==> src/rtl/truth_table_sweeper_if.sv <==
// truth_table_sweeper_if: controller handshake, function-under-test drive and result bundle.
interface truth_table_sweeper_if;
  logic        start, abort, s, a, b, c, d, busy, done, pass;
  logic [15:0] expected, table_out;
  logic [4:0]  err_count;
  logic [3:0]  first_err;
  modport master(output start, abort, expected, s,
                 input a, b, c, d, busy, done, table_out, pass, err_count, first_err);
  modport slave(input start, abort, expected, s,
                output a, b, c, d, busy, done, table_out, pass, err_count, first_err);
endinterface

==> src/rtl/truth_table_sweeper.sv <==
// truth_table_sweeper: drives all 16 vectors of a 4-input block, captures s and scores it against a golden table.
module truth_table_sweeper #(
  parameter int unsigned SETTLE = 2
) (
  input logic                  clk,
  input logic                  reset,
  truth_table_sweeper_if.slave io
);
  localparam logic [1:0] IDLE = 2'd0, RUN = 2'd1, DONE = 2'd2;
  logic [1:0]  state_q, state_d;
  logic [3:0]  idx_q, idx_d, cnt_q, cnt_d, first_q, first_d;
  logic [15:0] exp_q, exp_d, tab_q, tab_d;
  logic [4:0]  err_q, err_d;
  logic        pass_q, pass_d, mis;
  always_comb begin
    state_d = state_q;
    idx_d   = idx_q;
    cnt_d   = cnt_q;
    first_d = first_q;
    exp_d   = exp_q;
    tab_d   = tab_q;
    err_d   = err_q;
    pass_d  = pass_q;
    mis     = io.s != exp_q[idx_q];
    if (state_q == IDLE && io.start) begin
      state_d = RUN;
      exp_d   = io.expected;
      tab_d   = '0;
      err_d   = '0;
      first_d = '0;
      pass_d  = 1'b0;
      idx_d   = '0;
      cnt_d   = 4'(SETTLE - 1);
    end else if (state_q == RUN) begin
      if (io.abort) begin
        state_d = IDLE;
        idx_d   = '0;
        cnt_d   = '0;
      end else if (cnt_q != '0) begin
        cnt_d = cnt_q - 4'd1;
      end else begin
        tab_d[idx_q] = io.s;
        err_d        = err_q + 5'(mis);
        first_d      = (mis && err_q == '0) ? idx_q : first_q;
        // idx wraps to 0 after vector 15, so the drive returns to 0 on entering DONE
        idx_d        = idx_q + 4'd1;
        cnt_d        = idx_q == 4'd15 ? 4'd0 : 4'(SETTLE - 1);
        state_d      = idx_q == 4'd15 ? DONE : RUN;
        pass_d       = idx_q == 4'd15 && err_d == '0;
      end
    end else if (state_q == DONE) begin
      state_d = IDLE;
    end
  end
  always_ff @(posedge clk or posedge reset) begin
    if (reset) begin
      state_q <= IDLE;
      idx_q   <= '0;
      cnt_q   <= '0;
      first_q <= '0;
      exp_q   <= '0;
      tab_q   <= '0;
      err_q   <= '0;
      pass_q  <= 1'b0;
    end else begin
      state_q <= state_d;
      idx_q   <= idx_d;
      cnt_q   <= cnt_d;
      first_q <= first_d;
      exp_q   <= exp_d;
      tab_q   <= tab_d;
      err_q   <= err_d;
      pass_q  <= pass_d;
    end
  end
  assign {io.a, io.b, io.c, io.d} = idx_q;
  assign io.busy      = state_q == RUN;
  assign io.done      = state_q == DONE;
  assign io.table_out = tab_q;
  assign io.pass      = pass_q;
  assign io.err_count = err_q;
  assign io.first_err = first_q;
endmodule
==> src/flat_wrapper.sv <==
// flat-port wrapper written by rule: the top's interface ports become plain ports
module truth_table_sweeper_flat 
#(
  parameter int unsigned SETTLE = 2
)
  (clk, reset, io_start, io_abort, io_expected, io_s, io_a, io_b, io_c, io_d, io_busy, io_done, io_table_out, io_pass, io_err_count, io_first_err);
  truth_table_sweeper_if io_i ();
  input logic clk;
  input logic reset;
  input wire logic [$bits(io_i.start)-1:0] io_start;
  input wire logic [$bits(io_i.abort)-1:0] io_abort;
  input wire logic [$bits(io_i.expected)-1:0] io_expected;
  input wire logic [$bits(io_i.s)-1:0] io_s;
  output wire logic [$bits(io_i.a)-1:0] io_a;
  output wire logic [$bits(io_i.b)-1:0] io_b;
  output wire logic [$bits(io_i.c)-1:0] io_c;
  output wire logic [$bits(io_i.d)-1:0] io_d;
  output wire logic [$bits(io_i.busy)-1:0] io_busy;
  output wire logic [$bits(io_i.done)-1:0] io_done;
  output wire logic [$bits(io_i.table_out)-1:0] io_table_out;
  output wire logic [$bits(io_i.pass)-1:0] io_pass;
  output wire logic [$bits(io_i.err_count)-1:0] io_err_count;
  output wire logic [$bits(io_i.first_err)-1:0] io_first_err;
  assign io_i.start = io_start;
  assign io_i.abort = io_abort;
  assign io_i.expected = io_expected;
  assign io_i.s = io_s;
  assign io_a = io_i.a;
  assign io_b = io_i.b;
  assign io_c = io_i.c;
  assign io_d = io_i.d;
  assign io_busy = io_i.busy;
  assign io_done = io_i.done;
  assign io_table_out = io_i.table_out;
  assign io_pass = io_i.pass;
  assign io_err_count = io_i.err_count;
  assign io_first_err = io_i.first_err;
  truth_table_sweeper #(.SETTLE(SETTLE)) u_core (.clk(clk), .reset(reset), .io(io_i));
endmodule
==> config.mk <==
export PLATFORM = sky130hd
export DESIGN_NAME = truth_table_sweeper_flat
export DESIGN_NICKNAME = d
export VERILOG_FILES = /design/src/rtl/truth_table_sweeper_if.sv /design/src/rtl/truth_table_sweeper.sv /design/src/flat_wrapper.sv
export SDC_FILE = /design/constraint.sdc
export NUM_CORES = 1
export LEC_CHECK = 0
export ABC_AREA = 0
export CAP_MARGIN = 10
export CORE_MARGIN = 5
export CORE_UTILIZATION = 65
export CTS_CLUSTER_SIZE = 8
export DETAILED_ROUTE_END_ITERATION = 7
export DONT_BUFFER_PORTS = 1
export GPL_TIMING_DRIVEN = 1
export PLACE_DENSITY = 0.81
export SLEW_MARGIN = 20
export SYNTH_ARGS = -nofsm -noshare
export SYNTH_HDL_FRONTEND = slang
export SYNTH_SLANG_ARGS = --single-unit
==> constraint.sdc <==
create_clock -name clk -period 6.6 [get_ports clk]
set_input_delay 1.65 -clock clk [delete_from_list [all_inputs] [get_ports clk]]
set_output_delay 1.65 -clock clk [all_outputs]
set_load 0.02 [all_outputs]
Word-level counts from Yosys, hierarchy flattened
Cells that the tools add are included.

Register bits: 52. Input port bits: 21.

Eq/ne operators: 8. Add/sub/neg operators: 3. Multiplexer cells: 37. Reduce and logical (&&, ||, !) cells: 15. Magnitude comparators: 2.

Operator list (count): two-way mux 16 bit (4); two-way mux 4 bit (13); two-way mux 5 bit (4); bitwise mux 16 bit (1); two-way mux 2 bit (6); logical NOT 5 bit (2); two-way mux 1 bit (7); adder 5 x 1 -> 5 bit (1); < comparator 4 x 5 -> 1 bit (second input constant) (1); adder 4 x 1 -> 4 bit (second input constant) (1); binary-select mux 1 bit (select 4 bit) (1); demux 1 bit (select 4 bit) (1); == test 4 bit (second input constant) (1); greater-or-equal comparator 4 x 1 -> 1 bit (second input constant) (1); logical AND 1 bit (4); != test 2 x 1 -> 1 bit (second input constant) (2); != test 4 x 3 -> 1 bit (second input constant) (1); AND reduction 2 bit (2); AND reduction 4 bit (1); nonzero test 2 bit (2); nonzero test 4 bit (1); subtractor 4 x 1 -> 4 bit (second input constant) (1); != test 3 x 2 -> 1 bit (second input constant) (1); AND reduction 3 bit (1); 5 further kinds (5).

Longest topological paths before layout
Depth in word-level cells: 10. Depth in mapped cells: 12.

Worst setup path before layout
Ideal clock, no wire load.

Path kind: input port to flip-flop. Start point: in io_s. End point: reg u_core.pass_q, in the netlist u_core.io.pass. Data arrival time: 2.955 ns. Path buffers: 1. Data required time: 6.522 ns. Library setup time: 0.078 ns. Stages: 10. Path slack: 3.566 ns. Path through: buf_6 xnor2_4 inv_2 ha_1 ha_1 xnor2_1 nand3_1 o31ai_1 nand3_1 a21oi_1.

Longest elaborated chain between the ends: 8.

RTL lines: start: declaration (line flat_wrapper.sv:13) `input wire logic [$bits(io_i.s)-1:0] io_s;`; != test 1 bit (line truth_table_sweeper.sv:24) `mis = io.s != exp_q[idx_q];`; adder 5 x 1 -> 5 bit (line truth_table_sweeper.sv:43) `err_d = err_q + 5'(mis);`; logical NOT 5 bit (line truth_table_sweeper.sv:49) `pass_d = idx_q == 4'd15 && err_d == '0;`; logical AND 1 bit (line truth_table_sweeper.sv:49); two-way mux 1 bit (line truth_table_sweeper.sv:39) `end else if (cnt_q != '0) begin`; two-way mux 1 bit (line truth_table_sweeper.sv:35) `if (io.abort) begin`; two-way mux 1 bit (line truth_table_sweeper.sv:34) `end else if (state_q == RUN) begin`; two-way mux 1 bit (line truth_table_sweeper.sv:25) `if (state_q == IDLE && io.start) begin`; end signal: assignment (line truth_table_sweeper.sv:73) `pass_q <= pass_d;`; end: declaration (line truth_table_sweeper.sv:14) `logic pass_q, pass_d, mis;`.

Every way passes these cells. The select of a mux whose other input is x is not followed. A chain may end at the register's enable or synchronous reset.

Worst setup path in the final report
Start point: reg u_core.idx_q[2]. End point: reg u_core.pass_q, in the netlist u_core.io.pass.

Longest elaborated chain between the ends: 10.

RTL lines: start: declaration (line truth_table_sweeper.sv:11) `logic [3:0] idx_q, idx_d, cnt_q, cnt_d, first_q, first_d;`; start signal: assignment (line truth_table_sweeper.sv:67) `idx_q <= idx_d;`; binary-select mux 1 bit (select 4 bit) (line truth_table_sweeper.sv:24); two-way mux 1 bit (implied by the code) (line truth_table_sweeper.sv:24); != test 1 bit (line truth_table_sweeper.sv:24); adder 5 x 1 -> 5 bit (line truth_table_sweeper.sv:43); logical NOT 5 bit (line truth_table_sweeper.sv:49); logical AND 1 bit (*) (line truth_table_sweeper.sv:49); two-way mux 1 bit (*) (line truth_table_sweeper.sv:39); two-way mux 1 bit (*) (line truth_table_sweeper.sv:35); two-way mux 1 bit (*) (line truth_table_sweeper.sv:34); two-way mux 1 bit (*) (line truth_table_sweeper.sv:25).

Mark *: on every way between the ends. The rest lies on a longest branch, timed or not. The select of a mux whose other input is x is not followed.

==> summary.md <==
| Metric | Value |
|---|---|
| Status | finished clean |
| Number of fill cells | 318 |
| Clock latency of the later-clocked register in the worst-skew pair | 0.31 ns |
| Cell types occupying the most area after synthesis | sky130_fd_sc_hd__dfrtp_1 48%, sky130_fd_sc_hd__nand2_1 12%, sky130_fd_sc_hd__ha_1 5.1% |
| Setup total negative slack | 0 ns |
| Most common cell after layout, fill and taps aside | sky130_fd_sc_hd__nand2_1 |
| Floorplan core area | 4000 µm² |
| Die footprint | 5518 µm² |
| Clock power frac | 21.3% |
| Die outline height | 74.29 µm |
| Io pins | 53 |
| Site row count | 23 |
| Hold Vio Cnt, Final | 0 |
| Ratio of cells with drive above 1 in the final layout | 5.575% |
| Effective utilization at floorplan | 67.16% |
| CTS Buf Count | 5 |
| Average cell area after synthesis | 9.137 µm² |
| Stage delay of the slowest cell on the critical path | 0.83 ns |
| P_sw | 0.0004092 W |
| Number of stages on the worst setup path | 11 |
| Post-layout minimum cycle time | 3.497 ns |
| Setup crit end kind | flip-flop |
| Maximum vdd ir drop | 0.0002559 V |
| Mapped cell area | 2686 µm² |
| GRT Total Usage | 22.03% |
| Final nets | 318 |
| Pwr Density | 375.4 nW/µm² |
| Sequential element share of the synthesized area | 48.44% |
| Cell type with the highest aggregate area in the netlist | sky130_fd_sc_hd__dfrtp_1 |
| Number of buffers between clock root and the deepest sink | 2 |
| Number of storage elements in the synthesis netlist | 52 |
| Worst endpoint required time | 6.84 ns |
| Half-perimeter wire length after placement | 3781 µm |
| Layout Area Growth over Synthesis | 3.959% |
| Gate Count Post-Synth | 294 |
| Final weighted congestion of routability-driven global placement | 0.7907 |
| Fraction of power spent switching nets | 39.03% |
| CTS Root Buffer Type | sky130_fd_sc_hd__clkbuf_8 |
| Number of antenna violations at the first check in global routing | 0 |
| CTS tree | yes |
| Starting DRT DRC Count | 187 |
| RSZ-0062 raised after global routing | false |
| Startpoint type of the worst setup path | flip-flop |
| Antenna Nets Post-Route | 0 |
| Share of the clock period used by the worst path | 52.99% |
| Highest attainable clock frequency | 0.2859 GHz |
| Max-Slew Margin vs Limit | 40.85% |
| Buffer count from post-CTS setup fixing | 0 |
| Vias after detailed routing | 2023 |
| Critical Path Slowest Stage Cell | sky130_fd_sc_hd__dfrtp_1 |
| Via count of the first global-routing pass | 1909 |
| Maximum number of pins on one net before global-route repair | 53 |
| Post-detailed-routing wire length | 5603 µm |
| Final max-slew violation count | 0 |
| Proportion of power drawn by combinational gates | 34.5% |
| Number of design rule violations left after detail routing | 0 |
| Setup Skew | 0.002855 ns |
| Buffers & Inverters on Critical Path | 1 |
| Post-Syn Nets | 326 |
| Setup violation total in the final timing report | 0 |
| Number of clock sinks | 52 |
| YS warnings | 0 |
| Number of max-cap violations | 0 |
| Total number of H-tree levels | 2 |
| Number of gates given a new drive strength after cts | 0 |
| Count of hold buffers inserted by post-cts repair | 0 |
| Largest fanout of any net on the critical path | 15 |
| Part of the power in registers | 44.2% |
| Actual slew at the worst max-slew pin | 0.8872 ns |
| Detailed-route wire length per cell | 16.63 µm |
| ANT cells | 0 |
| Initial DRT Pass Iterations | 4 |
| Leakage | 1.288 nW |
| Wire length of the first global-routing pass | 9218 µm |
| Worst-path clk slew | 0.09 ns |
| Share of the synthesized area in the top cell type | 48.44% |
| Worst Reg-to-Reg Cells | 11 |
| Yosys cell types | 36 |
| Port Buf Inserts | 0 |
| Number of cells on the worst hold path | 2 |
| Leading cell types in the layout, fill and taps excluded | 84 x sky130_fd_sc_hd__nand2_1, 52 x sky130_fd_sc_hd__dfrtp_1, 25 x sky130_fd_sc_hd__a21oi_1, 21 x sky130_fd_sc_hd__nor2_1, 21 x sky130_fd_sc_hd__nand3_1 |
| Internal power component | 0.0006392 W |
| Critical path class | reg2reg |
| Vias per inst | 6.003 |
| Kind of cell with the highest combined delay on the critical path | multiplexers |
| GRT overflow | 0 |
| Critical-path cell list | mux4_1 > mux4_2 > xnor2_4 > inv_2 > ha_1 > ha_1 > xnor2_1 > nand3_1 > o31ai_1 > nand3_1 > a21oi_1 |
| Die Width | 74.29 µm |
| Critical Path AT | 3.73 ns |
| Path class of the lowest-slack min-delay path | reg2reg |
| Worst slack on hold paths | 0.4772 ns |
-- state kept, by name (all words and copies together) (netlist names) --
register / count
u_core.cnt_q: 4
u_core.state_q: 2
u_core.io.pass: 1
u_core.idx_q: 4
u_core.exp_q: 16
u_core.io.err_count: 5
u_core.io.first_err: 4
u_core.io.table_out: 16
-- synthesized netlist by cell type (all sizes together) --
cell,count
nand2b,1
a21oi,25
mux4,5
inv,10
nor3b,1
nor4b,2
nor2,21
nand3,21
and3,2
o21ai,10
nor3,3
buf,3
xor2,4
xnor2,2
nand4,4
clkbuf,13
or3b,1
dfrtp,52
nor4,5
a22oi,2
nand2,84
nor2b,1
o31ai,1
a2bb2oi,1
o311ai,1
ha,11
mux2i,5
and2,1
a32oi,1
or2,1
-- power by group through the flow --
stage | logic [W] | registers (W) | clock network (W)
after floorplan | 0.000303 | 0.000449 | 0
after global placement | 0.000345 | 0.000465 | 0
after detailed placement | 0.000358 | 0.000469 | 0
after CTS | 0.000363 | 0.000463 | 0.000226
after global routing | 0.000413 | 0.000473 | 0.000240
final | 0.000362 | 0.000463 | 0.000223
-- per-layer routing --
layer  track usage [%]  wire length, µm
met1             30.51             2354
met2             33.96             2746
met3             6.216              445
met4             7.115               57
met5                 0                0
-- cells by family after synthesis --
kind of cell	after synthesis	share of synthesized area, %
mux	10	6.614
flops	52	48.44
fa+ha+maj	11	5.123
buf+inv	26	4.238
compound gates	41	8.337
xor+xnor	6	2.655
simple gates	148	24.59
-- final cells by class --
type / count / area [µm²] / area share [%]
clock buffers: 6 / 72.57 / 2.599
clock inverters: 2 / 38.79 / 1.389
inverters: 10 / 38.79 / 1.389
multi-input cells: 216 / 1271 / 45.52
flip-flops and latches: 52 / 1301 / 46.60
well taps: 50 / 62.56 / 2.240
repair buffers: 1 / 7.507 / 0.2688
-- tightest hold or removal path, stage by stage, from the launching register on --
cell and delay [ns]:
sky130_fd_sc_hd__dfrtp_1 0.35, sky130_fd_sc_hd__nand2_1 0.05, sky130_fd_sc_hd__nand2_1 0.05
-- stage by stage --
step           setup slack [ns]  cells  total power [W]  util, %  area, µm²
2_1_floorplan             3.566    294        0.0007526        -       2686
3_3_place_gp              3.189    329        0.0008099    67.00       2680
3_5_place_dp              3.131    329        0.0008269    67.00       2680
4_1_cts                   3.104    337         0.001052    69.78       2791
5_1_grt                   2.892    337         0.001126    69.82       2793
6_report                  3.103    337         0.001048    69.82       2793
-- final timing paths --
check                            startpoint                endpoint  slack [ns]
setup / recovery            u_core.idx_q[2]          u_core.io.pass        3.10
hold / removal             u_core.exp_q[10]        u_core.exp_q[10]        0.48
setup reg to reg            u_core.idx_q[2]          u_core.io.pass        3.10
hold reg to reg            u_core.exp_q[10]        u_core.exp_q[10]        0.48
max in group asynchronous             reset         u_core.cnt_q[2]        4.70
min in group asynchronous             reset  u_core.io.table_out[1]        1.36
No activity file was read; power rests on OpenSTA's default activity.
